**src/rtl/sent_rx_crc_engine.sv**
```systemverilog
// Beat-serial LFSR CRC checker for SENT receive frames (one instance per frame type).
// Absorbs DATA_W-bit symbols, optionally appends one zero beat, then reports ok / err / length status.
module sent_rx_crc_engine #(
   parameter int               CRC_W     = 4,
   parameter logic [CRC_W-1:0] POLY      = 4'hD,
   parameter logic [CRC_W-1:0] SEED      = 4'h5,
   parameter int               DATA_W    = 4,
   parameter int               MAX_BEATS = 8,
   parameter int               CNT_W     = 4
) (
   input  logic              clk_rx,
   input  logic              reset_n_rx,
   input  logic              start_i,
   input  logic              augment_i,
   input  logic              data_valid_i,
   input  logic [DATA_W-1:0] data_i,
   input  logic              last_i,
   input  logic [CRC_W-1:0]  crc_rx_i,
   output logic              busy_o,
   output logic              done_o,
   output logic              crc_ok_o,
   output logic              crc_err_o,
   output logic              len_err_o,
   output logic [CRC_W-1:0]  crc_calc_o,
   output logic [CNT_W-1:0]  beat_cnt_o
);

   typedef enum logic [1:0] {
      ST_IDLE    = 2'd0,
      ST_ACCUM   = 2'd1,
      ST_AUGMENT = 2'd2,
      ST_REPORT  = 2'd3
   } state_t;

   localparam logic [CNT_W-1:0] CNT_MAX  = CNT_W'(MAX_BEATS);
   localparam logic [CNT_W-1:0] CNT_ONE  = {{(CNT_W-1){1'b0}}, 1'b1};
   localparam logic [CNT_W-1:0] CNT_ZERO = {CNT_W{1'b0}};
   localparam logic [CRC_W-1:0] CRC_ZERO = {CRC_W{1'b0}};

   // Table-form step: advance the register by DATA_W shifts, then fold the symbol into the low bits.
   function automatic logic [CRC_W-1:0] f_crc_beat(
      input logic [CRC_W-1:0]  crc_in,
      input logic [DATA_W-1:0] sym
   );
      logic [CRC_W-1:0] c;
      c = crc_in;
      for (int k = 0; k < DATA_W; k++) begin
         if (c[CRC_W-1]) begin
            c = {c[CRC_W-2:0], 1'b0} ^ POLY;
         end else begin
            c = {c[CRC_W-2:0], 1'b0};
         end
      end
      c[DATA_W-1:0] = c[DATA_W-1:0] ^ sym;
      return c;
   endfunction

   state_t           r_state;
   logic [CRC_W-1:0] r_crc;
   logic [CRC_W-1:0] r_crc_rx;
   logic             r_aug;
   logic [CNT_W-1:0] r_beat_cnt;
   logic             r_busy;
   logic             r_done;
   logic             r_ok;
   logic             r_err;
   logic             r_len_err;
   logic [CRC_W-1:0] r_crc_calc;

   logic [CRC_W-1:0] w_seed_crc;
   logic [CRC_W-1:0] w_beat_crc;
   logic [CRC_W-1:0] w_aug_crc;
   logic             w_cnt_full;
   logic [CNT_W-1:0] w_cnt_inc;

   // Candidate next CRC values and the saturating beat count.
   always_comb begin
      w_seed_crc = f_crc_beat(SEED, data_i);
      w_beat_crc = f_crc_beat(r_crc, data_i);
      w_aug_crc  = f_crc_beat(r_crc, {DATA_W{1'b0}});
      w_cnt_full = (r_beat_cnt == CNT_MAX);
      if (w_cnt_full) begin
         w_cnt_inc = r_beat_cnt;
      end else begin
         w_cnt_inc = r_beat_cnt + CNT_ONE;
      end
   end

   // Message FSM; the result is registered on entry to REPORT so done_o is high exactly while in REPORT.
   always_ff @(posedge clk_rx or negedge reset_n_rx) begin
      if (!reset_n_rx) begin
         r_state    <= ST_IDLE;
         r_crc      <= SEED;
         r_crc_rx   <= CRC_ZERO;
         r_aug      <= 1'b0;
         r_beat_cnt <= CNT_ZERO;
         r_busy     <= 1'b0;
         r_done     <= 1'b0;
         r_ok       <= 1'b0;
         r_err      <= 1'b0;
         r_len_err  <= 1'b0;
         r_crc_calc <= CRC_ZERO;
      end else begin
         r_done <= 1'b0;
         if (start_i) begin
            // A start aborts whatever was in flight and clears the previous result.
            r_aug      <= augment_i;
            r_busy     <= 1'b1;
            r_ok       <= 1'b0;
            r_err      <= 1'b0;
            r_len_err  <= 1'b0;
            r_crc_calc <= CRC_ZERO;
            if (data_valid_i) begin
               r_crc      <= w_seed_crc;
               r_beat_cnt <= CNT_ONE;
               if (last_i) begin
                  r_crc_rx <= crc_rx_i;
                  if (augment_i) begin
                     r_state <= ST_AUGMENT;
                  end else begin
                     r_state    <= ST_REPORT;
                     r_done     <= 1'b1;
                     r_crc_calc <= w_seed_crc;
                     r_ok       <= (w_seed_crc == crc_rx_i);
                     r_err      <= (w_seed_crc != crc_rx_i);
                  end
               end else begin
                  r_state <= ST_ACCUM;
               end
            end else begin
               r_crc      <= SEED;
               r_beat_cnt <= CNT_ZERO;
               r_state    <= ST_ACCUM;
            end
         end else begin
            case (r_state)
               ST_IDLE: begin
                  r_busy <= 1'b0;
               end
               ST_ACCUM: begin
                  if (data_valid_i) begin
                     if (w_cnt_full && !last_i) begin
                        r_state    <= ST_REPORT;
                        r_done     <= 1'b1;
                        r_len_err  <= 1'b1;
                        r_ok       <= 1'b0;
                        r_err      <= 1'b0;
                        r_crc_calc <= r_crc;
                     end else begin
                        r_crc      <= w_beat_crc;
                        r_beat_cnt <= w_cnt_inc;
                        if (last_i) begin
                           r_crc_rx <= crc_rx_i;
                           if (r_aug) begin
                              r_state <= ST_AUGMENT;
                           end else begin
                              r_state    <= ST_REPORT;
                              r_done     <= 1'b1;
                              r_crc_calc <= w_beat_crc;
                              r_ok       <= (w_beat_crc == crc_rx_i);
                              r_err      <= (w_beat_crc != crc_rx_i);
                           end
                        end else begin
                           r_state <= ST_ACCUM;
                        end
                     end
                  end else begin
                     r_state <= ST_ACCUM;
                  end
               end
               ST_AUGMENT: begin
                  r_crc      <= w_aug_crc;
                  r_state    <= ST_REPORT;
                  r_done     <= 1'b1;
                  r_crc_calc <= w_aug_crc;
                  r_ok       <= (w_aug_crc == r_crc_rx);
                  r_err      <= (w_aug_crc != r_crc_rx);
               end
               ST_REPORT: begin
                  r_state <= ST_IDLE;
                  r_busy  <= 1'b0;
               end
               default: begin
                  r_state <= ST_IDLE;
                  r_busy  <= 1'b0;
               end
            endcase
         end
      end
   end

   assign busy_o     = r_busy;
   assign done_o     = r_done;
   assign crc_ok_o   = r_ok;
   assign crc_err_o  = r_err;
   assign len_err_o  = r_len_err;
   assign crc_calc_o = r_crc_calc;
   assign beat_cnt_o = r_beat_cnt;

endmodule
```
**config.mk**
```make
export PLATFORM = sky130hd
export DESIGN_NAME = sent_rx_crc_engine
export DESIGN_NICKNAME = d
export VERILOG_FILES = /design/src/rtl/sent_rx_crc_engine.sv
export SDC_FILE = /design/constraint.sdc
export NUM_CORES = 1
export LEC_CHECK = 0
export ABC_AREA = 1
export CELL_PAD_IN_SITES_DETAIL_PLACEMENT = 1
export CELL_PAD_IN_SITES_GLOBAL_PLACEMENT = 1
export CORE_MARGIN = 2
export CORE_UTILIZATION = 41
export CTS_BUF_LIST = sky130_fd_sc_hd__clkbuf_16
export DETAILED_ROUTE_END_ITERATION = 7
export GPL_TIMING_DRIVEN = 1
export PLACE_DENSITY = 0.81
export RECOVER_POWER = 100
export SYNTH_ARGS = -nofsm -noshare
export SYNTH_HDL_FRONTEND = slang
export SYNTH_SLANG_ARGS = --single-unit
export TNS_END_PERCENT = 20
```
**constraint.sdc**
```tcl
create_clock -name clk_rx -period 4.9 [get_ports clk_rx]
set_input_delay 0.735 -clock clk_rx [delete_from_list [all_inputs] [get_ports clk_rx]]
set_output_delay 0.735 -clock clk_rx [all_outputs]
set_load 0.01 [all_outputs]
```
Word level (Yosys, flattened, before mapping)
Cells that the tools add are included.

Word-level logic and storage cells: 121. Bits of input ports: 14. Register bits: 24. ROM bits: 0. Bits in latches: 0. RAM bits: 0. Memories: 0.

$lt $le $gt $ge: 0. Mux-type cells: 72. Multiply operators: 0. Bitwise operators: 6. Reductions and logical operators: 15. Shifts and indexed selects: 0. Add/subtract/negate cells: 1. Div/mod/pow operators: 0. Equality and inequality tests: 16.

Operator list (number): $mux W4 (27); $mux W1 (33); $pmux W4 S2 (2); $eq A4 B4 Y1 (3); $mux W2 (6); $ne A4 B4 Y1 (3); $not A3 Y3 (4); $reduce_and A3 Y1 (3); $ne A4 B4 Y1 const B (2); $reduce_and A4 Y1 (2); $reduce_bool A2 Y1 (4); $ne A3 B3 Y1 const B (2); $pmux W1 S2 (3); $pmux W2 S3 (1); $add A4 B1 Y4 const B (1); $eq A2 B2 Y1 const B (2); $eq A4 B4 Y1 const B (1); $ne A2 B2 Y1 const B (2); $reduce_bool A4 Y1 (1); $xor A4 B4 Y4 (1); $reduce_bool A3 Y1 (1); $eq A2 B1 Y1 const B (1); $logic_not A2 Y1 (1); $not A2 Y2 (1); other kinds (3) (3).

Longest topological paths before layout
Gate-level depths: netlist of run 1.

Depth in word-level cells: 16. Depth in mapped cells: 14. Mapped depth without buffers: 14.

Worst setup path before layout of run 1
OpenSTA, ideal clock, no wires.

Path type: register to register. Start point: register r_beat_cnt[0], in the netlist beat_cnt_o[0]. End point: register r_crc_calc[3], in the netlist crc_calc_o[3]. Setup time: 0.122 ns. Path buffers: 0. Arrival: 1.681 ns. Slack: 3.098 ns. Cell stages (with the launch flop): 10. Required time: 4.778 ns. Path through: dfrtp_1 > inv_1 > ha_1 > nand3_1 > nor2_1 > inv_2 > a21oi_2 > inv_2 > a21oi_1 > a21oi_2.

Cells in the longest elaborated chain, start to end: 6. Elaborated cells on any way between the ends: 9.

Ends and longest elaborated chain: start, declared (RTL line 62) `logic [CNT_W-1:0] r_beat_cnt;`; start signal, assigned (RTL line 151) `r_beat_cnt <= w_cnt_inc;`; $eq A4 B4 Y1 * (RTL line 81) `w_cnt_full = (r_beat_cnt == CNT_MAX);`; $logic_and A1 B1 Y1 * (RTL line 142) `if (w_cnt_full && !last_i) begin`; $mux W4 (RTL line 142); $mux W4 (RTL line 141) `if (data_valid_i) begin`; $pmux W4 S2 (RTL line 136) `case (r_state)`; $mux W4 (RTL line 105) `if (start_i) begin`; end signal, assigned (RTL line 123) `r_crc_calc <= w_seed_crc;`; end signal, assigned (RTL line 148) `r_crc_calc <= r_crc;`; end signal, assigned (RTL line 159) `r_crc_calc <= w_beat_crc;`; end, declared (RTL line 68) `logic [CRC_W-1:0] r_crc_calc;`.

Every way passes the cells marked *; elsewhere a longest branch is shown, timed or not. The select of a mux whose other input is x is not followed. A chain may end at the register's enable or synchronous reset.

Worst setup path after layout of run 1
Start point: input start_i. End point: register r_err, in the netlist crc_err_o.

Cells in the longest elaborated chain, start to end: 2. Elaborated cells on any way between the ends: 6.

Ends and longest elaborated chain: start, declared (RTL line 13) `input logic start_i,`; $ne A4 B4 Y1 (no line), or another cell as far along; $reduce_and A4 Y1 (no line); end signal, assigned (RTL line 125) `r_err <= (w_seed_crc != crc_rx_i);`; end signal, assigned (RTL line 161) `r_err <= (w_beat_crc != crc_rx_i);`; end signal, assigned (RTL line 177) `r_err <= (w_aug_crc != r_crc_rx);`; end, declared (RTL line 66) `logic r_err;`.

Several ways; a longest one is shown, not always the timed one.

==> results.json, run 1 <==
{
  "run_status": "finished clean",
  "cp-startpoint": "start_i",
  "core_area_um2": 4290,
  "worst_pin_slew_ps": 1420,
  "r2r_end": "crc_err_o$_DFFE_PN0P_",
  "dr.first_iter.drc_count": 67,
  "yosys_warnings": 0,
  "timing.final.crit_share": 0.647,
  "path_cells": "dlygate4sd3_1, clkinv_1, nand2_1, a21oi_1, a21oi_1, inv_1, a21oi_1, a21oi_2",
  "slew_headroom": 0.0507,
  "clk-insertion-delay-late_ps": 260,
  "p_sw_frac": 0.502,
  "regToRegSetupSlack_ps": 2200,
  "synth_edf_count": 0,
  "clk_pin_slew_ps": 60,
  "ys_seq_area_frac": 0.337,
  "worstPathRequired_ps": 5050,
  "p_seq_frac": 0.249,
  "synth_fp_nets": 281,
  "pwr-share-clk": 0.127,
  "row_count": 24,
  "die_w_um": 70.1,
  "rr_worst_depth": 9,
  "use_met2": 0.412,
  "period_needed_ps": 3170,
  "busiest_layer": "met2",
  "place_ws_ps": 1820,
  "p_int_w": 0.000716,
  "cts_root_buf": "clkbuf_16",
  "cts_sinks": 24,
  "synth_area_um2": 1790,
  "firstDrtPassIters": 4,
  "clockBufferDepth": 2,
  "track_usage": 0.232,
  "numCtsBuffers": 3,
  "synth_ff_type": "dfrtp_1",
  "synth_top_area_cell": "dfrtp_1",
  "grt_pass1_wl_mm": 8.99,
  "vias": 1852,
  "skew_ps": 4.37,
  "die_y_um": 70.1,
  "endpoint": "crc_err_o$_DFFE_PN0P_",
  "drive_gt1_frac": 0.0830,
  "timing.setup.tns_ps": 0,
  "viasPerCell": 5.43,
  "place.gp.congestion": 0.922,
  "io_pins": 27,
  "p_switching_w": 0.000722,
  "tritoncts": "built",
  "worst_ir_drop_vdd_v": 0.000239,
  "grt_pass1_vias": 1889,
  "post-route-drc-count": 0,
  "setup_viol": 0,
  "grt.overflow.total": 0,
  "cts_setup_buffers": 0,
  "htreeDepth": 1,
  "fin_util": 0.504,
  "wl_per_cell_um": 15.5,
  "synth_top_cell_area_share": 0.307,
  "hold_class": "reg2reg",
  "share_comb_of_total_power": 0.624,
  "maxCapViolations": 0,
  "final_nets": 309,
  "p_leak_nw": 1.10,
  "maxSlewViolCount": 0,
  "crit_path_start_kind": "primary input",
  "area_growth_pct": 21.0,
  "die-area_um2": 4910,
  "synth-async-reset-ratio": 1.00,
  "ctsHoldBuffers": 0,
  "syn-instance-count": 262,
  "synth.most_common_cell": "nand2_1",
  "hpwlAfterDp_mm": 4.04,
  "post_cts_resize_count": 0,
  "synth-seq-cells": 24,
  "ant_nets": 0,
  "worstReg2RegStart": "r_state[0]$_DFFE_PN0P_",
  "grt_use_met3": 0.0231,
  "critPathKind": "in2reg",
  "synth_common_cells": "nand2_1, inv_1, nor2_1",
  "cp_max_fo": 17,
  "antenna_found_initial": 0,
  "grt_max_degree": 25,
  "routed_wl_mm": 5.28,
  "slowest_stage": "dlygate4sd3_1",
  "use_met1": 0.296,
  "endpoint_kind": "flop",
  "rsz0062_at_grt": "false",
  "initial_core_util": 0.417,
  "cpMostUsedCell": "a21oi_1",
  "finalHoldViolCount": 0,
  "syn_area_per_cell_um2": 6.83,
  "crit_arrival_ps": 3320,
  "p_per_area_nw_per_um2": 664,
  "diodes": 0,
  "max_freq_ghz": 0.315,
  "yosysUniqueCellTypes": 30,
  "synth.top_cells.by_area": "dfrtp_1, nand2_1, inv_1, nand3_1, nor2_1",
  "fin_ws_ps": 1730,
  "cp_slowest_stage_delay_ps": 820,
  "io_buffers": 26
}
## power groups by stage
| stage | Sequential (W) | Combinational (W) | Clock, W |
|---|---|---|---|
| after detailed placement | 0.000362 | 0.000912 | 0 |
| after global placement | 0.000360 | 0.000893 | 0 |
| final | 0.000359 | 0.000897 | 0.000182 |
| after CTS | 0.000360 | 0.000922 | 0.000186 |
| after floorplan | 0.000361 | 0.000629 | 0 |
| after global routing | 0.000372 | 0.00102 | 0.000190 |
## cells in the final DEF, fill, tap and decap left out
cell,synthesis,layout
nor2_1,26,26
nand3_1,23,23
o31ai_1,1,1
a22oi_1,1,1
ha_1,5,5
a31oi_1,3,3
clkbuf_1,1,1
nand2_4,1,1
or2_0,0,1
o21ai_0,17,17
a21oi_1,18,20
dfstp_2,2,2
or2_2,2,1
nand4_1,2,2
a22oi_2,1,1
nand3_2,3,3
xor2_1,6,6
inv_2,3,2
nand3b_1,1,1
xnor2_1,2,2
clkdlybuf4s50_1,0,11
mux2_2,1,1
inv_1,31,32
dfrtp_1,22,22
o221ai_1,1,1
a21oi_2,4,2
nand2_1,69,69
dlygate4sd3_1,0,15
clkbuf_16,0,3
nand2_2,8,8
o211ai_1,3,3
clkinv_1,2,3
## layer usage
metal	share of wire	routed length [um]
met4	0.017	90
met5	0	0
met1	0.45	2390
met3	0.023	124
met2	0.51	2670
## critical path: cells and delay by family
kind | cells | cell delay (ps)
AO/OA/AOI/OAI | 4 | 860
buffers and inverters | 3 | 1540
AND/OR/NAND/NOR | 1 | 180
## registers in the layout (all words and copies together) (netlist names), 2 cells and up
signal      count
beat_cnt_o      4
crc_calc_o      4
r_crc           4
r_crc_rx        4
r_state         2
## cells by family after synthesis
group | after synthesis | share of synthesized area
AOI/OAI and AO/OA | 49 | 0.161
adders and majority gates | 5 | 0.0349
xor gates and xnor gates | 8 | 0.0391
muxes | 1 | 0.00629
buffers and inverters | 40 | 0.0894
DFF | 24 | 0.337
and+or+nand+nor | 135 | 0.333
## how the worst min path moves through the flow
stage / from / to / slack [ps] / depth (start not counted)
floorplan: reset_n_rx / beat_cnt_o[0]$_DFFE_PN0P_ / 440 / 0
global placement: len_err_o$_DFFE_PN0P_ / len_err_o$_DFFE_PN0P_ / 490 / 2
detailed placement: len_err_o$_DFFE_PN0P_ / len_err_o$_DFFE_PN0P_ / 500 / 2
CTS: crc_calc_o[3]$_DFFE_PN0P_ / crc_calc_o[3]$_DFFE_PN0P_ / 530 / 2
global route: r_crc_rx[0]$_DFFE_PN0P_ / r_crc_rx[0]$_DFFE_PN0P_ / 560 / 1
finish: len_err_o$_DFFE_PN0P_ / len_err_o$_DFFE_PN0P_ / 510 / 2
## area by class of cell
cell class | count | area [um^2]
Fill cell | 575 | 2130
Multi-Input combinational cell | 198 | 1020
Sequential cell | 24 | 603
Timing Repair Buffer | 27 | 264
Inverter | 36 | 135
Clock buffer | 3 | 75.1
Tap cell | 52 | 65.1
Clock inverter | 1 | 3.75
## metrics by stage
stage          hold WS [ps]  area, um^2  cells  total power, W
2_1_floorplan           439        1790    262        0.000990
3_3_place_gp            491        2100    337         0.00125
3_5_place_dp            501        2100    337         0.00127
4_1_cts                 530        2180    341         0.00147
5_1_grt                 555        2170    341         0.00158
6_report                513        2170    341         0.00144
Note: power is estimated with default switching activity, not from simulation.
==> run 2, diff against run 1 <==
--- a/config.mk
+++ b/config.mk
@@ -9,11 +9,11 @@
 export CELL_PAD_IN_SITES_DETAIL_PLACEMENT = 1
 export CELL_PAD_IN_SITES_GLOBAL_PLACEMENT = 1
 export CORE_MARGIN = 2
-export CORE_UTILIZATION = 41
+export CORE_UTILIZATION = 35
 export CTS_BUF_LIST = sky130_fd_sc_hd__clkbuf_16
 export DETAILED_ROUTE_END_ITERATION = 7
 export GPL_TIMING_DRIVEN = 1
-export PLACE_DENSITY = 0.81
+export PLACE_DENSITY = 0.73
 export RECOVER_POWER = 100
 export SYNTH_ARGS = -nofsm -noshare
 export SYNTH_HDL_FRONTEND = slang
==> constraint.sdc (replaced) <==
create_clock -name clk_rx -period 2.89 [get_ports clk_rx]
set_input_delay 0.4335 -clock clk_rx [delete_from_list [all_inputs] [get_ports clk_rx]]
set_output_delay 0.4335 -clock clk_rx [all_outputs]
set_load 0.01 [all_outputs]
==> run 2 against run 1 <==
Compared with the run above: critical path depth up 1; largest cell class unchanged; sequential share of layout area is 0.57 points lower; non-clock buffer count rose by 3.
==> results.json, run 2 (synthesized netlist as in run 1, its figures left out) <==
{
  "run_status": "finished clean",
  "grt_max_degree": 17,
  "worstReg2RegStart": "beat_cnt_o[0]$_DFFE_PN0P_",
  "die_y_um": 75.5,
  "final_nets": 312,
  "timing.final.crit_share": 0.821,
  "hold_class": "reg2reg",
  "hpwlAfterDp_mm": 4.21,
  "cts_root_buf": "clkbuf_16",
  "crit_arrival_ps": 2520,
  "timing.setup.tns_ps": 0,
  "post-route-drc-count": 0,
  "routed_wl_mm": 5.32,
  "hold_slack_ps": 507,
  "final_common_cell": "nand2_1",
  "skew_ps": 1.67,
  "htreeDepth": 1,
  "post_cts_resize_count": 0,
  "maxCapViolations": 0,
  "firstDrtPassIters": 4,
  "worst_pin_slew_ps": 792,
  "wl_per_cell_um": 14.7,
  "clockBufferDepth": 2,
  "rsz0062_at_grt": "false",
  "tritoncts": "built",
  "cp-startpoint": "start_i",
  "grt.overflow.total": 0,
  "seq_area_um2": 603,
  "fillers": 695,
  "regToRegSetupSlack_ps": 660,
  "core_area_um2": 5010,
  "endpoint_kind": "flop",
  "rr_worst_depth": 9,
  "io_buffers": 26,
  "max_freq_ghz": 0.421,
  "p_leak_nw": 1.11,
  "initial_core_util": 0.357,
  "cts_setup_buffers": 0,
  "dpl_cell_area_um2": 2140,
  "grt_pass1_vias": 1920,
  "worstPathRequired_ps": 3030,
  "final_cell_mix": "nand2_1, inv_1, nor2_1",
  "die_w_um": 75.5,
  "period_needed_ps": 2370,
  "critPathKind": "in2reg",
  "ctsHoldBuffers": 0,
  "cts_sinks": 24,
  "die-area_um2": 5700,
  "multi_input_area_um2": 1030,
  "finalHoldViolCount": 0,
  "row_count": 26,
  "worst_ir_drop_vdd_v": 0.000355,
  "ant_nets": 0,
  "p_per_area_nw_per_um2": 1100,
  "grt_pass1_wl_mm": 8.92,
  "place.gp.congestion": 0.811,
  "viasPerCell": 5.04,
  "antenna_found_initial": 0,
  "diodes": 0,
  "r2r_end": "crc_calc_o[3]$_DFFE_PN0P_",
  "slew_headroom": 0.472,
  "numCtsBuffers": 3,
  "dr.first_iter.drc_count": 80,
  "crit_path_start_kind": "primary input",
  "endpoint": "crc_calc_o[3]$_DFFE_PN0P_",
  "area_growth_pct": 23.5,
  "vias": 1826,
  "track_usage": 0.206,
  "finalInstanceArea_um2": 2210,
  "drive_gt1_frac": 0.0925,
  "clk-insertion-delay-late_ps": 250,
  "setup_viol": 0,
  "cp_max_fo": 11,
  "clk_pin_slew_ps": 60,
  "maxSlewViolCount": 0,
  "io_pins": 27
}
[run 2: changes by cell type in the layout (fill, tap and decap cells not counted), sizes merged]
cell           delta
inv               +1
dlygate4sd3       +1
buf               +1
clkinv            -1
clkdlybuf4s50     -1
clkbuf            +2
[run 2: critical path: stages]
cell           delay [ps]
dlygate4sd3_1         550
clkbuf_1              430
nor2_1                150
nand2_1               110
nand2_1               100
a21oi_2               320
inv_1                 160
a21oi_1               190
a21oi_2                70
[run 2: where the power goes]
| part | switching [W] | leakage (nW) | internal [W] |
|---|---|---|---|
| clock network | 0.000119 | 0.0423 | 0.000185 |
| logic | 0.000974 | 0.783 | 0.000557 |
| registers | 0.000122 | 0.288 | 0.000481 |
[run 2: layout make-up]
| class | instances | area share |
|---|---|---|
| sequential | 24 | 0.273 |
| inverter | 36 | 0.0611 |
| clock buffer | 3 | 0.0340 |
| timing repair buffer | 30 | 0.126 |
| tap | 70 | 0.0396 |
| clock inverter | 1 | 0.00170 |
| multi-input combinational | 198 | 0.465 |
[run 2: worst min path at each step]
stage                     cells after the start               startpoint                        end  slack, ps
after floorplan                               0               reset_n_rx  beat_cnt_o[0]$_DFFE_PN0P_        140
after global placement                        2    len_err_o$_DFFE_PN0P_      len_err_o$_DFFE_PN0P_        500
after detailed placement                      2     crc_ok_o$_DFFE_PN0P_       crc_ok_o$_DFFE_PN0P_        510
after CTS                                     2     crc_ok_o$_DFFE_PN0P_       crc_ok_o$_DFFE_PN0P_        520
after global routing                          1  r_crc_rx[0]$_DFFE_PN0P_    r_crc_rx[0]$_DFFE_PN0P_        560
final                                         2     crc_ok_o$_DFFE_PN0P_       crc_ok_o$_DFFE_PN0P_        510
[run 2: stage by stage]
stage	total power [W]	instances	worst slack (ps)	util
6_report	0.00244	362	516	0.441
5_1_grt	0.00273	362	282	0.441
4_1_cts	0.00250	362	705	0.444
3_5_place_dp	0.00217	358	586	0.428
3_3_place_gp	0.00214	358	629	0.428
2_1_floorplan	0.00168	262	1090	-
[run 2: per-layer routing]
metal / up-vias / track usage / wire length (um)
li1: 913 / - / -
met2: 28 / 0.372 / 2640
met1: 879 / 0.266 / 2490
met3: 6 / 0.0225 / 127
met4: 0 / 0.0429 / 63
met5: - / 0 / 0
==> run 3, diff against run 2 <==
==> constraint.sdc (replaced) <==
create_clock -name clk_rx -period 2 [get_ports clk_rx]
set_input_delay 0.3 -clock clk_rx [delete_from_list [all_inputs] [get_ports clk_rx]]
set_output_delay 0.3 -clock clk_rx [all_outputs]
set_load 0.01 [all_outputs]
==> run 3 against run 2 <==
Compared with the run above: via count is 3.0% higher; critical path type is now reg2reg; design area up 5.8%; register-to-register slack lost 500 ps; combinational power rose by 52%; die area unchanged; largest power group unchanged; largest cell class unchanged.
==> results.json, run 3 (synthesized netlist as in run 1, its figures left out) <==
{
  "place.gp.congestion": 0.806,
  "vias": 1881,
  "path_delay_family": "simple AND/OR/NAND/NOR gates",
  "timing.setup.tns_ps": 0,
  "crit_arrival_ps": 1990,
  "period_needed_ps": 1840,
  "cp_slowest_stage_delay_ps": 570,
  "grt.overflow.total": 0,
  "fin_util": 0.467,
  "dpl_cell_area_um2": 2220,
  "worst_pin_slew_ps": 381,
  "cts_root_buf": "clkbuf_16",
  "htreeDepth": 1,
  "die_y_um": 75.5,
  "cpMostUsedCell": "nand2_1",
  "crit_path_start_kind": "flop",
  "grt_pass1_wl_mm": 8.86,
  "cts_setup_buffers": 0,
  "timing.final.crit_share": 0.920,
  "cp-startpoint": "r_crc[2]$_DFFE_PN1P_",
  "grt_pass1_vias": 1874,
  "dr.first_iter.drc_count": 72,
  "rr_worst_depth": 11,
  "firstDrtPassIters": 4,
  "multi_input_area_um2": 1040,
  "numCtsBuffers": 3,
  "die_w_um": 75.5,
  "routed_wl_mm": 5.51,
  "viasPerCell": 5.06,
  "track_usage": 0.211,
  "final_nets": 322,
  "row_count": 26,
  "regToRegSetupSlack_ps": 160,
  "p_leak_nw": 1.18,
  "clockBufferDepth": 2,
  "post-route-drc-count": 0,
  "endpoint_kind": "flop",
  "finalInstanceArea_um2": 2340,
  "grt_max_degree": 25,
  "fin_ws_ps": 161,
  "maxSlewViolCount": 0,
  "slowest_stage": "dfstp_2",
  "antenna_found_initial": 0,
  "critPathKind": "reg2reg",
  "wl_per_cell_um": 14.8,
  "io_buffers": 26,
  "final_common_cell": "nand2_1",
  "io_pins": 27,
  "clk_pin_slew_ps": 70,
  "hold_class": "in2async",
  "finalHoldViolCount": 0,
  "die-area_um2": 5700,
  "setup_viol": 0,
  "cts_sinks": 24,
  "fillers": 668,
  "hpwlAfterDp_mm": 4.29,
  "seq_area_um2": 604,
  "worstReg2RegStart": "r_crc[2]$_DFFE_PN1P_",
  "final_cell_mix": "nand2_1, inv_1, nor2_1",
  "diodes": 0,
  "cp_max_fo": 5,
  "clk-insertion-delay-late_ps": 260,
  "critPathBufInv": 1,
  "worstPathRequired_ps": 2150,
  "place_ws_ps": 34.8,
  "area_growth_pct": 30.7,
  "worst_ir_drop_vdd_v": 0.000519,
  "skew_ps": 4.19,
  "slew_headroom": 0.744,
  "p_per_area_nw_per_um2": 1620,
  "tritoncts": "built",
  "core_area_um2": 5010,
  "r2r_end": "crc_calc_o[1]$_DFFE_PN0P_",
  "path_cells": "inv_1, nand2_1, nand2_1, nand2_1, nand2_2, xor2_1, nand2_1, o211ai_1, o21ai_0, nand2_1, a21oi_1",
  "max_freq_ghz": 0.544,
  "initial_core_util": 0.357,
  "drive_gt1_frac": 0.159,
  "maxCapViolations": 0,
  "run_status": "finished clean",
  "ant_nets": 0
}
-- run 3: through the flow --
step	std cells	power [W]	hold slack [ps]
2_1_floorplan	262	0.00243	4.41
3_3_place_gp	368	0.00316	512
3_5_place_dp	368	0.00319	499
6_report	372	0.00379	477
5_1_grt	372	0.00416	500
4_1_cts	372	0.00382	426
-- run 3: metal layers --
layer	share of wire	GRT usage	vias up
met3	0.026	0.0317	6
met1	0.46	0.269	909
li1	-	-	929
met5	0	0	-
met2	0.50	0.373	37
met4	0.015	0.0546	0
-- run 3: where the power goes --
| group | total, W | internal, W | switching (W) |
|---|---|---|---|
| Combinational | 0.00233 | 0.000865 | 0.00147 |
| Sequential | 0.000869 | 0.000697 | 0.000172 |
| Clock | 0.000596 | 0.000399 | 0.000197 |
-- run 3: worst max-delay path by stage --
stage / cells after the start / to / slack (ps)
after CTS: 13 / crc_ok_o$_DFFE_PN0P_ / 90
after floorplan: 9 / crc_calc_o[3]$_DFFE_PN0P_ / 200
final: 11 / crc_calc_o[1]$_DFFE_PN0P_ / 160
after global routing: 9 / r_crc[0]$_DFFE_PN1P_ / -10
after detailed placement: 10 / crc_ok_o$_DFFE_PN0P_ / 30
after global placement: 10 / crc_ok_o$_DFFE_PN0P_ / 70
-- run 3: cell type report --
cell class              count  area share
clock buffers               3      0.0321
clock inverters             1      0.0128
inverters                  36      0.0578
multi-input cells         198       0.445
flip-flops and latches     24       0.258
well taps                  70      0.0374
repair buffers             40       0.156
-- run 3: worst register-to-register path, delay by kind of cell, from the launching register on --
family	cells	cell delay [ps]
AND/OR/NAND/NOR	6	600
flip-flops	1	570
AO/OA/AOI/OAI	3	290
XOR/XNOR	1	200
buffers and inverters	1	80
-- run 3: timing repair --
item,CTS,global route
setup endpoints to repair,0,6
resized for setup,0,6
hold buffers,0,0
